$ cat src/rtl/multi_db_fsm.sv
// N-channel switch debouncer. A shared prescaler ticks every TICK_DIV cycles, and each
// channel runs its own early/lockout or delayed/stable FSM selected by mode.

module multi_db_ch #(
  parameter int LOCK_TICKS = 20
) (
  input  logic clk,
  input  logic reset,
  input  logic i_sw,
  input  logic i_mode,
  input  logic i_tick,
  output logic o_db,
  output logic o_rise,
  output logic o_fall,
  output logic o_busy
);
  localparam int TW = $clog2(LOCK_TICKS + 1);
  localparam logic [TW-1:0] TC_LAST = TW'(LOCK_TICKS - 1);

  typedef enum logic [1:0] {ST_STABLE, ST_LOCK, ST_WAIT} state_t;

  state_t          r_state, w_state_n;
  logic [TW-1:0]   r_tc, w_tc_n;
  logic            r_s1, r_s2, r_db, r_rise, r_fall;
  logic            w_db_n, w_rise_n, w_fall_n;

  always_ff @(posedge clk) begin
    if (reset) begin
      r_state <= ST_STABLE;
      r_tc    <= '0;
      r_s1    <= 1'b0;
      r_s2    <= 1'b0;
      r_db    <= 1'b0;
      r_rise  <= 1'b0;
      r_fall  <= 1'b0;
    end else begin
      r_state <= w_state_n;
      r_tc    <= w_tc_n;
      r_s1    <= i_sw;
      r_s2    <= r_s1;
      r_db    <= w_db_n;
      r_rise  <= w_rise_n;
      r_fall  <= w_fall_n;
    end
  end

  always_comb begin
    w_state_n = r_state;
    w_tc_n    = r_tc;
    w_db_n    = r_db;
    w_rise_n  = 1'b0;
    w_fall_n  = 1'b0;
    case (r_state)
      ST_STABLE: begin
        if (r_s2 != r_db) begin
          w_tc_n = '0;
          if (!i_mode) begin
            w_db_n    = ~r_db;
            w_rise_n  = ~r_db;
            w_fall_n  = r_db;
            w_state_n = ST_LOCK;
          end else begin
            w_state_n = ST_WAIT;
          end
        end
      end
      // Input is ignored while locked; a still-differing s2 re-toggles from STABLE.
      ST_LOCK: begin
        if (i_tick) begin
          if (r_tc == TC_LAST) w_state_n = ST_STABLE;
          else                 w_tc_n    = r_tc + 1'b1;
        end
      end
      ST_WAIT: begin
        if (r_s2 == r_db) begin
          w_state_n = ST_STABLE;
          w_tc_n    = '0;
        end else if (i_tick) begin
          if (r_tc == TC_LAST) begin
            w_db_n    = ~r_db;
            w_rise_n  = ~r_db;
            w_fall_n  = r_db;
            w_state_n = ST_STABLE;
          end else begin
            w_tc_n = r_tc + 1'b1;
          end
        end
      end
      default: w_state_n = ST_STABLE;
    endcase
  end

  assign o_db   = r_db;
  assign o_rise = r_rise;
  assign o_fall = r_fall;
  assign o_busy = (r_state != ST_STABLE);
endmodule

module multi_db_fsm #(
  parameter int N          = 4,
  parameter int TICK_DIV   = 100000,
  parameter int LOCK_TICKS = 20
) (
  input  logic         clk,
  input  logic         reset,
  input  logic [N-1:0] sw,
  input  logic [N-1:0] mode,
  output logic [N-1:0] db,
  output logic [N-1:0] rise,
  output logic [N-1:0] fall,
  output logic [N-1:0] busy
);
  localparam int PW = $clog2(TICK_DIV);
  localparam logic [PW-1:0] PC_LAST = PW'(TICK_DIV - 1);

  logic [PW-1:0] r_pcnt;
  logic          w_tick;

  assign w_tick = (r_pcnt == PC_LAST);

  always_ff @(posedge clk) begin
    if (reset)       r_pcnt <= '0;
    else if (w_tick) r_pcnt <= '0;
    else             r_pcnt <= r_pcnt + 1'b1;
  end

  for (genvar g = 0; g < N; g++) begin : g_ch
    multi_db_ch #(.LOCK_TICKS(LOCK_TICKS)) u_ch (
      .clk    (clk),
      .reset  (reset),
      .i_sw   (sw[g]),
      .i_mode (mode[g]),
      .i_tick (w_tick),
      .o_db   (db[g]),
      .o_rise (rise[g]),
      .o_fall (fall[g]),
      .o_busy (busy[g])
    );
  end
endmodule
$ cat config.mk
export PLATFORM = sky130hd
export DESIGN_NAME = multi_db_fsm
export DESIGN_NICKNAME = d
export VERILOG_FILES = /design/src/rtl/multi_db_fsm.sv
export SDC_FILE = /design/constraint.sdc
export NUM_CORES = 1
export LEC_CHECK = 0
export ABC_AREA = 1
export BUFFER_PORTS_ARGS = -buffer_cell sky130_fd_sc_hd__buf_2
export CORE_MARGIN = 4
export CORE_UTILIZATION = 59
export DETAILED_ROUTE_END_ITERATION = 12
export GPL_ROUTABILITY_DRIVEN = 0
export PLACE_DENSITY_LB_ADDON = 0.25
export RECOVER_POWER = 25
export SYNTH_ARGS = -nofsm -noshare
export SYNTH_HDL_FRONTEND = slang
export SYNTH_SLANG_ARGS = --single-unit
$ cat constraint.sdc
create_clock -name clk -period 4.3 [get_ports clk]
set_input_delay 0.86 -clock clk [delete_from_list [all_inputs] [get_ports clk]]
set_output_delay 0.86 -clock clk [all_outputs]
set_load 0.01 [all_outputs]
==> metrics.csv, run 1 <==
stage;metric;value;unit
run_status;outcome;completed;
floorplan;start_util;0.6054;
worst_setup_path;worstSetupPathType;primary input to register;
floorplan;dieArea;0.007830;mm²
timing;worst_pin_slew;1051;ps
placement;port_buffers;25;
worst_setup_path;path_delay_family;buffers and inverters;
synthesis;netlist_top_cells_area;dfxtp_1 (34%), nand2_1 (14%), inv_1 (9.6%), ha_1 (8.2%), nor2_1 (6.5%);
worst_setup_path;critical_path.slowest_cell;clkbuf_1;
synthesis;yosys.area.top_type;dfxtp_1;
clock_network;cts_buffers;9;
floorplan;die-width;88.49;µm
synthesis;netlist_area;0.003822;mm²
routing;avgRoutedWirePerCell;11.16;µm
min_path;worstHoldPathType;register to register;
final_layout;diodes;0;
placement;place_area;0.003897;mm²
global_routing;antenna_found_initial;0;
final_layout;seqCellArea;0.001301;mm²
worst_setup_path;crit_chain;clkbuf_1, inv_1, nand2_1, inv_1, nand3_1, inv_1;
clock_network;worstSkewPairLatency;330;ps
floorplan;placementRows;29;
synthesis;synth_warnings;0;
power_and_ir_drop;irDropWorstVdd;359.7;µV
timing;setup_viol;0;
job;drv_cap;0;
power_and_ir_drop;p_leak;1.961;nW
routing;dr_total_vias;3266;
routing;viasPerCell;4.941;
floorplan;core_area;0.006314;mm²
routing;wirelength;7.378;mm
clock_network;clock-root-buffer;clkbuf_8;
clock_network;ctsResizeCount;0;
synthesis;ys_types;30;
routing;first_pass_iters;4;
timing;fin_ws;1769;ps
synthesis;synth_top_cell_area_share;0.3404;
synthesis;synth-main-ff-cell;dfxtp_1;
worst_setup_path;arrival;2760;ps
synthesis;synthArstFlopShare;0;
final_layout;n_fill_cell;586;
clock_network;clock_path_buffers;2;
worst_setup_path;critPathMaxFanout;23;
routing;ant_nets;0;
global_routing;grt_pass1_vias;3103;
global_routing;grt_first_pass_wirelength;12.79;mm
worst_setup_path;start_kind;primary input;
synthesis;avgSynthCellArea;6.789;µm²
synthesis;syn_inst;563;
floorplan;io_pins;26;
clock_network;cts_hold_buf;0;
final_layout;multi_input_comb_area;0.001989;mm²
timing;slew_viol_final;0;
synthesis;synth_edf_count;0;
timing;timing.final.crit_share;0.5886;
timing;hold_violations;0;
power_and_ir_drop;fin_total_pwr;2.103;mW
worst_setup_path;required;4530;ps
worst_setup_path;worstSetupEndpointType;register;
worst_setup_path;crit_buf_inv;4;
clock_network;clock-sinks;65;
routing;drc;0;
global_routing;grt_max_degree;24;
floorplan;die_y;88.49;µm
final_layout;drive_gt1_frac;0.09932;
synthesis;syn_nets;598;
placement;pre_cts_slack;2162;ps
timing;slew_headroom;0.2993;
worst_setup_path;critPathMaxStageDelay;760;ps
final_layout;area_growth;7.103;%
global_routing;grt_overflow;0;
clock_network;post_cts_buffers;0;
routing;drt_iter0_drc;119;
power_and_ir_drop;power.density;513.7;mW/mm²
global_routing;track_usage;0.2052;
clock_network;path_clk_slew;70;ps
timing;max_freq;395.1;MHz
clock_network;tritoncts;yes;
timing;period_minus_slack;2531;ps
timing;setup-tns-final;0;ps
synthesis;ys_ff_latch;65;
timing;clock_skew;7.400;ps
timing;rsz0062_at_grt;no;
synthesis;synth-seq-area-share;0.3404;
final_layout;finalNetCount;614;
clock_network;htree_levels;3;
final_layout;finalInstanceArea;0.004094;mm²
placement;dp_hpwl;5.443;mm
worst_setup_path;cpMostUsedCell;inv_1;
## cells in the mapped netlist (9+ instances only)
cell type,number
nand2_1,140
nand4_1,13
xor2_1,10
or2_2,9
buf_4,17
nor2_1,66
a21oi_1,44
ha_1,25
inv_1,98
dfxtp_1,65
nor3_1,11
nand3_1,27
## power by group
group	switching [mW]	internal, mW	leakage, nW	total, mW
registers	0.0736	0.662	0.528	0.735
clock network	0.231	0.324	0.106	0.555
logic	0.526	0.287	1.33	0.813
total	0.831	1.27	1.96	2.10
## path summary, 6_finish.rpt
check / cells past startpoint / to / from / slack, ps
worst max-delay path: 6 / r_pcnt[15] / reset / 1770
worst min-delay path: 2 / g_ch[1].u_ch.r_s2 / g_ch[1].u_ch.r_s1 / 400
worst max register to register: 10 / r_pcnt[15] / r_pcnt[0] / 2310
worst min register to register: 2 / g_ch[1].u_ch.r_s2 / g_ch[1].u_ch.r_s1 / 400
## sequential cells by signal, summed over array words and instances, names as in the netlist
signal,count
g_ch.u_ch.r_tc,20
r_pcnt,17
g_ch.u_ch.r_state,8
g_ch.u_ch.o_db,4
g_ch.u_ch.o_fall,4
g_ch.u_ch.o_rise,4
g_ch.u_ch.r_s1,4
g_ch.u_ch.r_s2,4
## worst register-to-register path: stages (launching register included)
cell	delay [ps]
dfxtp_1	350
ha_1	170
nand2_1	80
inv_1	80
nand2_1	110
inv_2	190
nand2_4	160
nand2_1	420
inv_1	160
nand3_1	130
inv_1	40
## metrics by stage
step | cells | hold slack (ps) | utilization
after floorplan | 563 | 388.3 | -
after global placement | 645 | 389.7 | 0.6173
after detailed placement | 645 | 394.3 | 0.6173
after CTS | 661 | 396.0 | 0.6506
after global routing | 661 | 420.1 | 0.6484
final | 661 | 396.8 | 0.6484
## logic make-up (layout without fill, tap and decap cells)
kind of cell,count (synthesis),in the layout,synth area share
compound gates,50,50,0.06678
xor+xnor,14,14,0.03208
fa+ha+maj,25,25,0.08183
buf+inv,122,143,0.1385
flops,65,65,0.3404
simple gates,287,287,0.3404
## cell usage in the layout, fill, tap and decap left out, drive strengths merged
master and instances:
nand2 145, inv 102, nor2 74, dfxtp 65, a21oi 44, nand3 28
ha 25, clkbuf 19, buf 16, nand4 13, nor3 12, xor2 10
or2 10, o21ai 4, xnor2 4, clkinv 3, nand3b 2, and3 2
bufinv 2, o211ai 1, nor3b 1, o21bai 1, clkinvlp 1
## metal layers
layer  track usage  vias up  share of wire
met2        0.3453       58           0.47
li1              -     1755              -
met1        0.2516     1445           0.47
met3       0.03445        8          0.043
met4        0.1058        0          0.015
met5             0        -              0
## cell type report
type                    instances  area share
repair buffers                 25     0.02781
multi-input cells             376      0.4859
clock buffers                  10     0.03117
inverters                     102     0.09352
clock inverters                 6     0.02017
well taps                      77     0.02353
flip-flops and latches         65      0.3178
Note: power is estimated with default switching activity, not from simulation.
==> run 2, diff against run 1 <==
--- a/config.mk
+++ b/config.mk
@@ -8,7 +8,7 @@
 export ABC_AREA = 1
 export BUFFER_PORTS_ARGS = -buffer_cell sky130_fd_sc_hd__buf_2
 export CORE_MARGIN = 4
-export CORE_UTILIZATION = 59
+export CORE_UTILIZATION = 55
 export DETAILED_ROUTE_END_ITERATION = 12
 export GPL_ROUTABILITY_DRIVEN = 0
 export PLACE_DENSITY_LB_ADDON = 0.25
==> constraint.sdc (replaced) <==
create_clock -name clk -period 2.3 [get_ports clk]
set_input_delay 0.46 -clock clk [delete_from_list [all_inputs] [get_ports clk]]
set_output_delay 0.46 -clock clk [all_outputs]
set_load 0.01 [all_outputs]
==> run 2 against run 1 <==
Compared with the run above:
- first-iteration DRC count grew 3.4%
- critical path depth grew 2
- total power grew 86%
- setup slack lost 1400 ps
- largest cell class unchanged
- highest routed layer unchanged
==> metrics.csv, run 2 (same netlist as run 1, synthesis figures left out) <==
stage;metric;value;unit;change
min_path;worstHoldPathType;primary input to register;;
routing;avgRoutedWirePerCell;11.14;µm;-0.19%
worst_setup_path;required;2470;ps;-2060 ps
run_status;outcome;completed;;
global_routing;grt_overflow;0;;unchanged
worst_setup_path;r2r_slack;410;ps;-1900 ps
global_routing;grt_first_pass_wirelength;12.93;mm;+1.1%
worst_setup_path;worst_r2r_endpoint;g_ch[3].u_ch.r_state[1];;
final_layout;final_cells;667;;+0.91%
final_layout;diodes;0;;unchanged
routing;dr_total_vias;3265;;-0.031%
timing;setup_viol;0;;unchanged
worst_setup_path;start_kind;register;;
clock_network;cts_buffers;9;;unchanged
worst_setup_path;arrival;2060;ps;-700 ps
routing;ant_nets;0;;unchanged
power_and_ir_drop;p_leak;1.956;nW;-0.22%
clock_network;path_clk_slew;70;ps;about the same
power_and_ir_drop;irDropWorstVdd;597.2;µV;+66%
clock_network;cts_hold_buf;0;;unchanged
worst_setup_path;crit_start;g_ch[3].u_ch.r_tc[0];;
global_routing;grt_pass1_vias;3068;;-1.1%
timing;clock_skew;8.120;ps;+0.7200 ps
floorplan;die_y;91.37;µm;+3.2%
final_layout;largest_register_ff_count;20;;unchanged
final_layout;drive_gt1_frac;0.09710;;-0.002211
timing;slew_headroom;0.2335;;-0.06587
timing;period_minus_slack;1892;ps;
timing;max_freq;528.6;MHz;
timing;slew_viol_final;0;;unchanged
worst_setup_path;reg2reg_from;g_ch[3].u_ch.r_tc[0];;
placement;dp_hpwl;5.637;mm;+3.6%
global_routing;track_usage;0.1876;;-0.01767
routing;wirelength;7.431;mm;+0.72%
routing;viasPerCell;4.895;;-0.93%
timing;worst_pin_slew;1150;ps;+98.81 ps
placement;dp.cells;651;;+0.93%
global_routing;grt_max_degree;23;;-4.2%
worst_setup_path;worstSetupEndpointType;register;;
clock_network;worstSkewPairLatency;340;ps;about the same
worst_setup_path;crit_end;g_ch[3].u_ch.r_state[1];;
worst_setup_path;worstSetupPathType;register to register;;
timing;hold_violations;0;;unchanged
timing;setup-tns-final;0;ps;unchanged
worst_setup_path;critPathMaxFanout;5;;-78%
routing;drc;0;;unchanged
floorplan;io_pins;26;;unchanged
clock_network;post_cts_buffers;0;;unchanged
floorplan;dieArea;0.008348;mm²;+6.6%
floorplan;placementRows;30;;+3.4%
job;drv_cap;0;;unchanged
min_path;worstHoldStart;sw[2];;
timing;rsz0062_at_grt;no;;
clock_network;clock_path_buffers;2;;unchanged
final_layout;top_regs;g_ch.u_ch.r_tc (20), r_pcnt (17), g_ch.u_ch.r_state (8);;
final_layout;top_register;g_ch.u_ch.r_tc;;
routing;first_pass_iters;5;;+1
final_layout;layout_common_cells;nand2_1 (140), inv_1 (98), nor2_1 (66);;
power_and_ir_drop;power.density;952.4;mW/mm²;+85%
timing;timing.final.crit_share;0.8226;;
clock_network;clock-root-buffer;clkbuf_8;;
global_routing;antenna_found_initial;0;;unchanged
final_layout;final_common_cell;nand2_1;;
worst_setup_path;r2r_cells;8;;-2
routing;drt_iter0_drc;123;;+3.4%
final_layout;finalNetCount;617;;+0.49%
placement;port_buffers;25;;unchanged
final_layout;area_growth;7.627;%;
floorplan;core_area;0.006756;mm²;+7.0%
clock_network;tritoncts;yes;;
floorplan;die-width;91.37;µm;+3.2%
clock_network;clock-sinks;65;;unchanged
clock_network;htree_levels;3;;unchanged
clock_network;ctsResizeCount;0;;unchanged
min_path;hold_path_depth;3;;+1
floorplan;start_util;0.5657;;-0.03969
-- run 2: critical path, cell delays in order, from the launching register on --
cell and delay [ps]:
dfxtp_1 360, ha_1 210, nand2_1 60, nor3_1 560, nand3_1 240, nand2_1 120
nand2_1 50, nand2_1 60, a21oi_1 60
-- run 2: how the worst min path moves through the flow --
stage,endpoint
2_1_floorplan,g_ch[0].u_ch.r_s2
3_3_place_gp,g_ch[1].u_ch.r_s2
3_5_place_dp,g_ch[1].u_ch.r_s2
4_1_cts,g_ch[2].u_ch.r_s1
5_1_grt,g_ch[1].u_ch.r_s1
6_report,g_ch[2].u_ch.r_s1
-- run 2: power breakdown --
part / leakage (nW) / internal [mW] / total, mW / switching [mW]
clock: 0.106 / 0.604 / 1.04 / 0.434
sequential: 0.528 / 1.24 / 1.37 / 0.136
combinational: 1.32 / 0.530 / 1.51 / 0.976
-- run 2: final cells by class --
| class | instances | area, µm² |
|---|---|---|
| multi-input cells | 376 | 1992 |
| well taps | 80 | 100.1 |
| flip-flops and latches | 65 | 1301 |
| clock inverters | 6 | 82.58 |
| clock buffers | 10 | 127.6 |
| inverters | 102 | 382.9 |
| fillers | 637 | 2643 |
| repair buffers | 28 | 127.6 |
-- run 2: metal layers --
| metal | share of wire | GRT usage | vias up |
|---|---|---|---|
| met4 | 0.017 | 0.08668 | 0 |
| met2 | 0.47 | 0.3121 | 55 |
| li1 | - | - | 1749 |
| met3 | 0.039 | 0.03728 | 10 |
| met1 | 0.47 | 0.2325 | 1451 |
| met5 | 0 | 0 | - |
-- run 2: per-stage QoR --
stage	power [mW]	instance area [µm²]	hold slack [ps]	util	worst slack (ps)
after floorplan	2.671	3822	388.3	-	779.2
after global placement	2.875	3924	394.2	0.5807	546.9
after detailed placement	2.918	3924	394.6	0.5807	502.1
after CTS	3.960	4134	302.7	0.6119	468.1
after global routing	4.251	4114	321.7	0.6089	252.5
final	3.918	4114	313.4	0.6089	408.1
